`src/rtl/iterative_divider.sv`:
```
// Multi-cycle signed restoring divider: one quotient bit per clock, WIDTH
// iterations, then a one-cycle ready strobe with quotient and exception flag.
// Optional remainder output enabled by defining DIV_REMAINDER_OUT_EN.
module iterative_divider #(
  parameter int unsigned WIDTH = 32,
  parameter int unsigned CNT_W = 6
) (
  input  logic             clock,
  input  logic             reset_n,
  input  logic             ctrl_div,
  input  logic [WIDTH-1:0] data_operandA,
  input  logic [WIDTH-1:0] data_operandB,
  output logic [WIDTH-1:0] data_result,
`ifdef DIV_REMAINDER_OUT_EN
  output logic [WIDTH-1:0] data_remainder,
`endif
  output logic             data_exception,
  output logic             data_resultRDY,
  output logic             busy
);

  typedef enum logic [1:0] {IDLE, ITER, DONE} state_e;

  localparam logic [WIDTH-1:0] MIN_NEG  = {1'b1, {(WIDTH-1){1'b0}}};
  localparam logic [WIDTH-1:0] ALL_ONES = {WIDTH{1'b1}};
  localparam logic [CNT_W-1:0] LAST_IT  = CNT_W'(WIDTH - 1);

  state_e           state_q, state_d;
  logic [WIDTH-1:0] dvd_q, dvd_d;
  logic [WIDTH-1:0] dsr_q, dsr_d;
  logic [WIDTH-1:0] rem_q, rem_d;
  logic [WIDTH-1:0] quo_q, quo_d;
  logic [CNT_W-1:0] cnt_q, cnt_d;
  logic             sign_q_q, sign_q_d;
  logic             div0_q, div0_d;
  logic             ovf_q, ovf_d;
  logic [WIDTH-1:0] result_q, result_d;
  logic             exc_q, exc_d;
  logic             rdy_q, rdy_d;
  logic             busy_q, busy_d;
`ifdef DIV_REMAINDER_OUT_EN
  logic             sign_r_q, sign_r_d;
  logic [WIDTH-1:0] remout_q, remout_d;
`endif

  logic [WIDTH-1:0] a_abs, b_abs;
  logic [WIDTH:0]   rem_sh, diff;

  // Operand magnitudes and the (WIDTH+1)-bit trial subtraction.
  always_comb begin
    a_abs  = data_operandA[WIDTH-1] ? (~data_operandA + WIDTH'(1)) : data_operandA;
    b_abs  = data_operandB[WIDTH-1] ? (~data_operandB + WIDTH'(1)) : data_operandB;
    rem_sh = {rem_q, dvd_q[WIDTH-1]};
    diff   = rem_sh - {1'b0, dsr_q};
  end

  // Next-state and datapath update; a start pulse in any state restarts.
  always_comb begin
    state_d  = state_q;
    dvd_d    = dvd_q;
    dsr_d    = dsr_q;
    rem_d    = rem_q;
    quo_d    = quo_q;
    cnt_d    = cnt_q;
    sign_q_d = sign_q_q;
    div0_d   = div0_q;
    ovf_d    = ovf_q;
    result_d = result_q;
    exc_d    = exc_q;
    rdy_d    = 1'b0;
    busy_d   = busy_q;
`ifdef DIV_REMAINDER_OUT_EN
    sign_r_d = sign_r_q;
    remout_d = remout_q;
`endif
    if (ctrl_div) begin
      dvd_d    = a_abs;
      dsr_d    = b_abs;
      rem_d    = '0;
      quo_d    = '0;
      cnt_d    = '0;
      sign_q_d = data_operandA[WIDTH-1] ^ data_operandB[WIDTH-1];
      div0_d   = (data_operandB == '0);
      ovf_d    = (data_operandA == MIN_NEG) && (data_operandB == ALL_ONES);
      result_d = '0;
      exc_d    = 1'b0;
      busy_d   = 1'b1;
`ifdef DIV_REMAINDER_OUT_EN
      sign_r_d = data_operandA[WIDTH-1];
      remout_d = '0;
`endif
      state_d  = (data_operandB == '0) ? DONE : ITER;
    end else begin
      case (state_q)
        ITER: begin
          dvd_d = {dvd_q[WIDTH-2:0], 1'b0};
          if (!diff[WIDTH]) begin
            rem_d = diff[WIDTH-1:0];
            quo_d = {quo_q[WIDTH-2:0], 1'b1};
          end else begin
            rem_d = rem_sh[WIDTH-1:0];
            quo_d = {quo_q[WIDTH-2:0], 1'b0};
          end
          cnt_d = cnt_q + CNT_W'(1);
          if (cnt_q == LAST_IT) state_d = DONE;
        end
        DONE: begin
          result_d = div0_q ? '0 : (sign_q_q ? (~quo_q + WIDTH'(1)) : quo_q);
          exc_d    = div0_q | ovf_q;
`ifdef DIV_REMAINDER_OUT_EN
          remout_d = (div0_q | ovf_q) ? '0 :
                     (sign_r_q ? (~rem_q + WIDTH'(1)) : rem_q);
`endif
          rdy_d    = 1'b1;
          busy_d   = 1'b0;
          state_d  = IDLE;
        end
        default: ;
      endcase
    end
  end

  // State and datapath registers.
  always_ff @(posedge clock or negedge reset_n) begin
    if (!reset_n) begin
      state_q  <= IDLE;
      dvd_q    <= '0;
      dsr_q    <= '0;
      rem_q    <= '0;
      quo_q    <= '0;
      cnt_q    <= '0;
      sign_q_q <= 1'b0;
      div0_q   <= 1'b0;
      ovf_q    <= 1'b0;
      result_q <= '0;
      exc_q    <= 1'b0;
      rdy_q    <= 1'b0;
      busy_q   <= 1'b0;
`ifdef DIV_REMAINDER_OUT_EN
      sign_r_q <= 1'b0;
      remout_q <= '0;
`endif
    end else begin
      state_q  <= state_d;
      dvd_q    <= dvd_d;
      dsr_q    <= dsr_d;
      rem_q    <= rem_d;
      quo_q    <= quo_d;
      cnt_q    <= cnt_d;
      sign_q_q <= sign_q_d;
      div0_q   <= div0_d;
      ovf_q    <= ovf_d;
      result_q <= result_d;
      exc_q    <= exc_d;
      rdy_q    <= rdy_d;
      busy_q   <= busy_d;
`ifdef DIV_REMAINDER_OUT_EN
      sign_r_q <= sign_r_d;
      remout_q <= remout_d;
`endif
    end
  end

  assign data_result    = result_q;
  assign data_exception = exc_q;
  assign data_resultRDY = rdy_q;
  assign busy           = busy_q;
`ifdef DIV_REMAINDER_OUT_EN
  assign data_remainder = remout_q;
`endif

endmodule

```
`config.mk`:
```
export PLATFORM = sky130hd
export DESIGN_NAME = iterative_divider
export DESIGN_NICKNAME = d
export VERILOG_FILES = /design/src/rtl/iterative_divider.sv
export SDC_FILE = /design/constraint.sdc
export NUM_CORES = 1
export LEC_CHECK = 0
export ABC_AREA = 1
export CAP_MARGIN = 20
export CORE_UTILIZATION = 45
export DETAILED_ROUTE_END_ITERATION = 8
export PLACE_DENSITY = 0.74
export SETUP_SLACK_MARGIN = 0.1
export SLEW_MARGIN = 20
export SYNTH_ARGS = -nofsm -noshare
export SYNTH_HDL_FRONTEND = slang
export SYNTH_SLANG_ARGS = --single-unit
```
`constraint.sdc`:
```
create_clock -name clock -period 2.73 [get_ports clock]
set_input_delay 0.546 -clock clock [delete_from_list [all_inputs] [get_ports clock]]
set_output_delay 0.546 -clock clock [all_outputs]
set_load 0.01 [all_outputs]
```
==> impl_metrics.csv <==
group,metric,value,unit
worst_hold_path,hold_class,"in2reg",
layout,nets,2046,
sta,slew_headroom,0.360,
sta,setup_ws,237,ps
placed_design,place_hpwl,24500,um
setup_path,reg2reg_depth,17,
cts,cts.sinks,174,
yosys,synth-adder-area-share,0.0394,
yosys,yosysMostFrequentCell,"nand2_1",
setup_path,path_cells,"inv_1 -> ha_1 -> inv_1 -> fa_1 -> nand2_1 -> nand2_1 -> nand3_1 -> nand2_2 -> nand2_2 -> nand2_2 -> nand2_4 -> nand2_4 -> nand2_4 -> nand2_4 -> buf_4 -> nor2_2 -> o21ai_2",
drt,route.detailed.drc,0,
yosys,synthXorXnorAreaFrac,0.0236,
setup_path,cpLargestDelayFamily,"simple AND/OR/NAND/NOR gates",
floorplan,num_io_pins,102,
floorplan,core_area,26800,um^2
layout,syn_to_final_growth,17.6,%
setup_path,required,3060,ps
yosys,synthFlopType,"dfrtp_1",
setup_path,critPathBufInv,3,
sta,maxSlewViolCount,0,
drt,top_layer,"met4",
sta,rsz0062_at_grt,"false",
floorplan,die_w,167,um
status,outcome,"complete, no violations",
yosys,synth_top_family_by_area,"simple AND/OR/NAND/NOR gates",
sta,fmaxAchievable,0.401,GHz
worst_hold_path,min_path_cells,2,
placed_design,post-place-ws,141,ps
drt,met2_length,15500,um
yosys,synth-seq-area-share,0.356,
cts,clkLatencyLatePin,440,ps
yosys,syn_nets,1954,
cts,clk_pin_slew_worst_paths,80,ps
floorplan,dieHeight,167,um
setup_path,cpMostUsedCell,"nand2_4",
yosys,synth-async-reset-ratio,1.00,
yosys,syn_inst,1849,
setup_path,max_stage_delay,400,ps
drt,drt_iter0_markers,1057,
cts,cts_buffers,17,
setup_path,path_max_fanout,4,
drt,vias_per_cell,5.32,
run,cap_violations,0,
grt,grt_use_total,0.242,
grt,grt_pass1_wl,55100,um
floorplan,num_rows,60,
floorplan,die-area,27900,um^2
yosys,synth-compound-area-share,0.118,
sta,period_needed,2490,ps
sta,setup_violations,0,
drt,route.final.wire_length,33500,um
yosys,synth.area.mux_share,0,
cts,h-tree-depth,4,
grt,grt_pass1_vias,11377,
yosys,synth_area_leaders,"dfrtp_1 36%, nand2_1 18%, inv_1 9.4%",
yosys,synth-simple-area-share,0.348,
yosys,syn_area,12200,um^2
yosys,syn_avg_cell_area,6.62,um^2
grt,antenna_found_initial,0,
layout,nFillCells,2589,
yosys,ys_warn_count,0,
placed_design,place.gp.congestion,0.958,
drt,wl_per_cell,14.6,um
drt,ant_nets,0,
yosys,synth_seq_cells,174,
grt,grt_max_degree,68,
power_and_ir_drop,p_per_area,445,nW/um^2
sta,skew,17.3,ps
yosys,yosys-top-cells-count,"584 x nand2_1, 306 x inv_1, 174 x dfrtp_1",
setup_path,cp.depth,17,
floorplan,start_util,0.457,
sta,finalCritPeriodShare,0.913,
layout,antenna-diode-count,0,
power_and_ir_drop,ir_worst_vdd,411,uV
cts,cts_root_buf,"clkbuf_16",
setup_path,endpoint_kind,"register",
cts,cts_tree,"yes",
sta,tightest_slew,947,ps
yosys,synth_top_cell_area_share,0.356,
drt,firstDrtPassIters,6,
placed_design,port_buffers,101,
sta,final-hold-violation-count,0,
setup_path,path_class,"reg2reg",
drt,wl_met1,15300,um
sta,tns,0,ps
yosys,synth_edf_count,0,
setup_path,critical_path_arrival,2820,ps
power_and_ir_drop,total_leakage_power,7.47,nW
drt,via_count,12218,
setup_path,slowest_stage,"fa_1",
grt,overflow,0,
setup_path,startpoint_type,"register",
cts,cts.path.max_buffers,2,
yosys,synth_top_area_cell,"dfrtp_1",
layout,drive_above_1_share,0.0594,
drt,dr_wl_met3,1970,um
yosys,ys_types,50,
-- placed cells by master (no fill, tap or decap), types with 3 or more instances in the layout --
master             n
nand3_2            3
nand2_1          584
o21ai_1           15
inv_1            306
nand3b_1          14
nor4_1             5
nor3_1            27
nand3_1          162
clkdlybuf4s50_1   99
nor2_1           133
a21oi_1           52
or2_2              5
o21bai_1           6
clkbuf_16         17
nor2_4             3
buf_4             21
nand2_2            8
nor3_2             3
clkinv_8           9
clkinv_4           3
o21ai_0           91
nor2_2            11
inv_2              6
o21ai_2            3
xor2_1            14
o221ai_1          15
xnor2_1           19
o211ai_1           7
buf_12             3
nand2_8            4
dfrtp_1          174
ha_1              37
o22ai_1           39
nand2_4            5
nand4_1           20
-- layout make-up --
class,count,area (um^2),share of cell area
Timing Repair Buffer,126,1230,0.0858
Multi-Input combinational cell,1310,6570,0.456
Clock buffer,17,425,0.0295
Clock inverter,15,216,0.0150
Inverter,312,1170,0.0813
Sequential cell,174,4350,0.302
Tap cell,341,427,0.0296
-- cells by family (layout without fill, tap and decap cells) --
kind of cell | Yosys count | count (layout)
AO/OA/AOI/OAI | 244 | 244
XOR/XNOR | 33 | 33
adder cells (fa/ha/maj) | 38 | 38
buffers and inverters | 367 | 470
flip-flops | 174 | 174
AND/OR/NAND/NOR | 993 | 995
-- where the power goes --
part / total, mW / internal (mW) / switching (mW)
sequential: 2.75 / 2.70 / 0.0541
combinational: 1.10 / 0.382 / 0.719
clock: 2.56 / 1.27 / 1.29
total: 6.41 / 4.35 / 2.06
-- per-stage QoR --
stage                     cells  area (um^2)  utilization  total power [mW]  hold slack, ps
after floorplan            1849        12200            -              3.47             250
after global placement     2258        13600        0.509              3.87             462
after detailed placement   2258        13600        0.509              3.89             469
after CTS                  2291        14300        0.533              6.45             482
after global routing       2295        14400        0.537              6.70             492
final                      2295        14400        0.537              6.41             480
-- metal layers --
metal / track usage / up-vias
met2: 0.399 / 399
met5: 0 / -
li1: - / 6082
met4: 0.0805 / 0
met3: 0.0390 / 57
met1: 0.324 / 5680
-- sequential cells by signal, indices dropped and copies added (netlist names), 2 cells and up --
signal and cells:
cnt_q 6, rem_q 32, dvd_q 32, data_result 32, quo_q 32, state_q 2, dsr_q 32
-- repair_timing --
action | CTS | global route
setup endpoints to repair | 0 | 32
resized for setup | 0 | 9
hold buffers | 1 | 0
setup buffers | 0 | 2
endpoints found under the hold margin | 14 | 0
-- path summary, 6_finish.rpt --
kind                            slack (ps)              to      start
worst max-delay path                   240       rem_q[30]  dvd_q[31]
worst min-delay path                   480  data_resultRDY   ctrl_div
worst max register to register         240       rem_q[30]  dvd_q[31]
worst min register to register         480        dvd_q[0]   dvd_q[0]
max in group asynchronous             1480       rem_q[15]    reset_n
min in group asynchronous              560       quo_q[18]    reset_n
(Power assumes the default switching activity.)
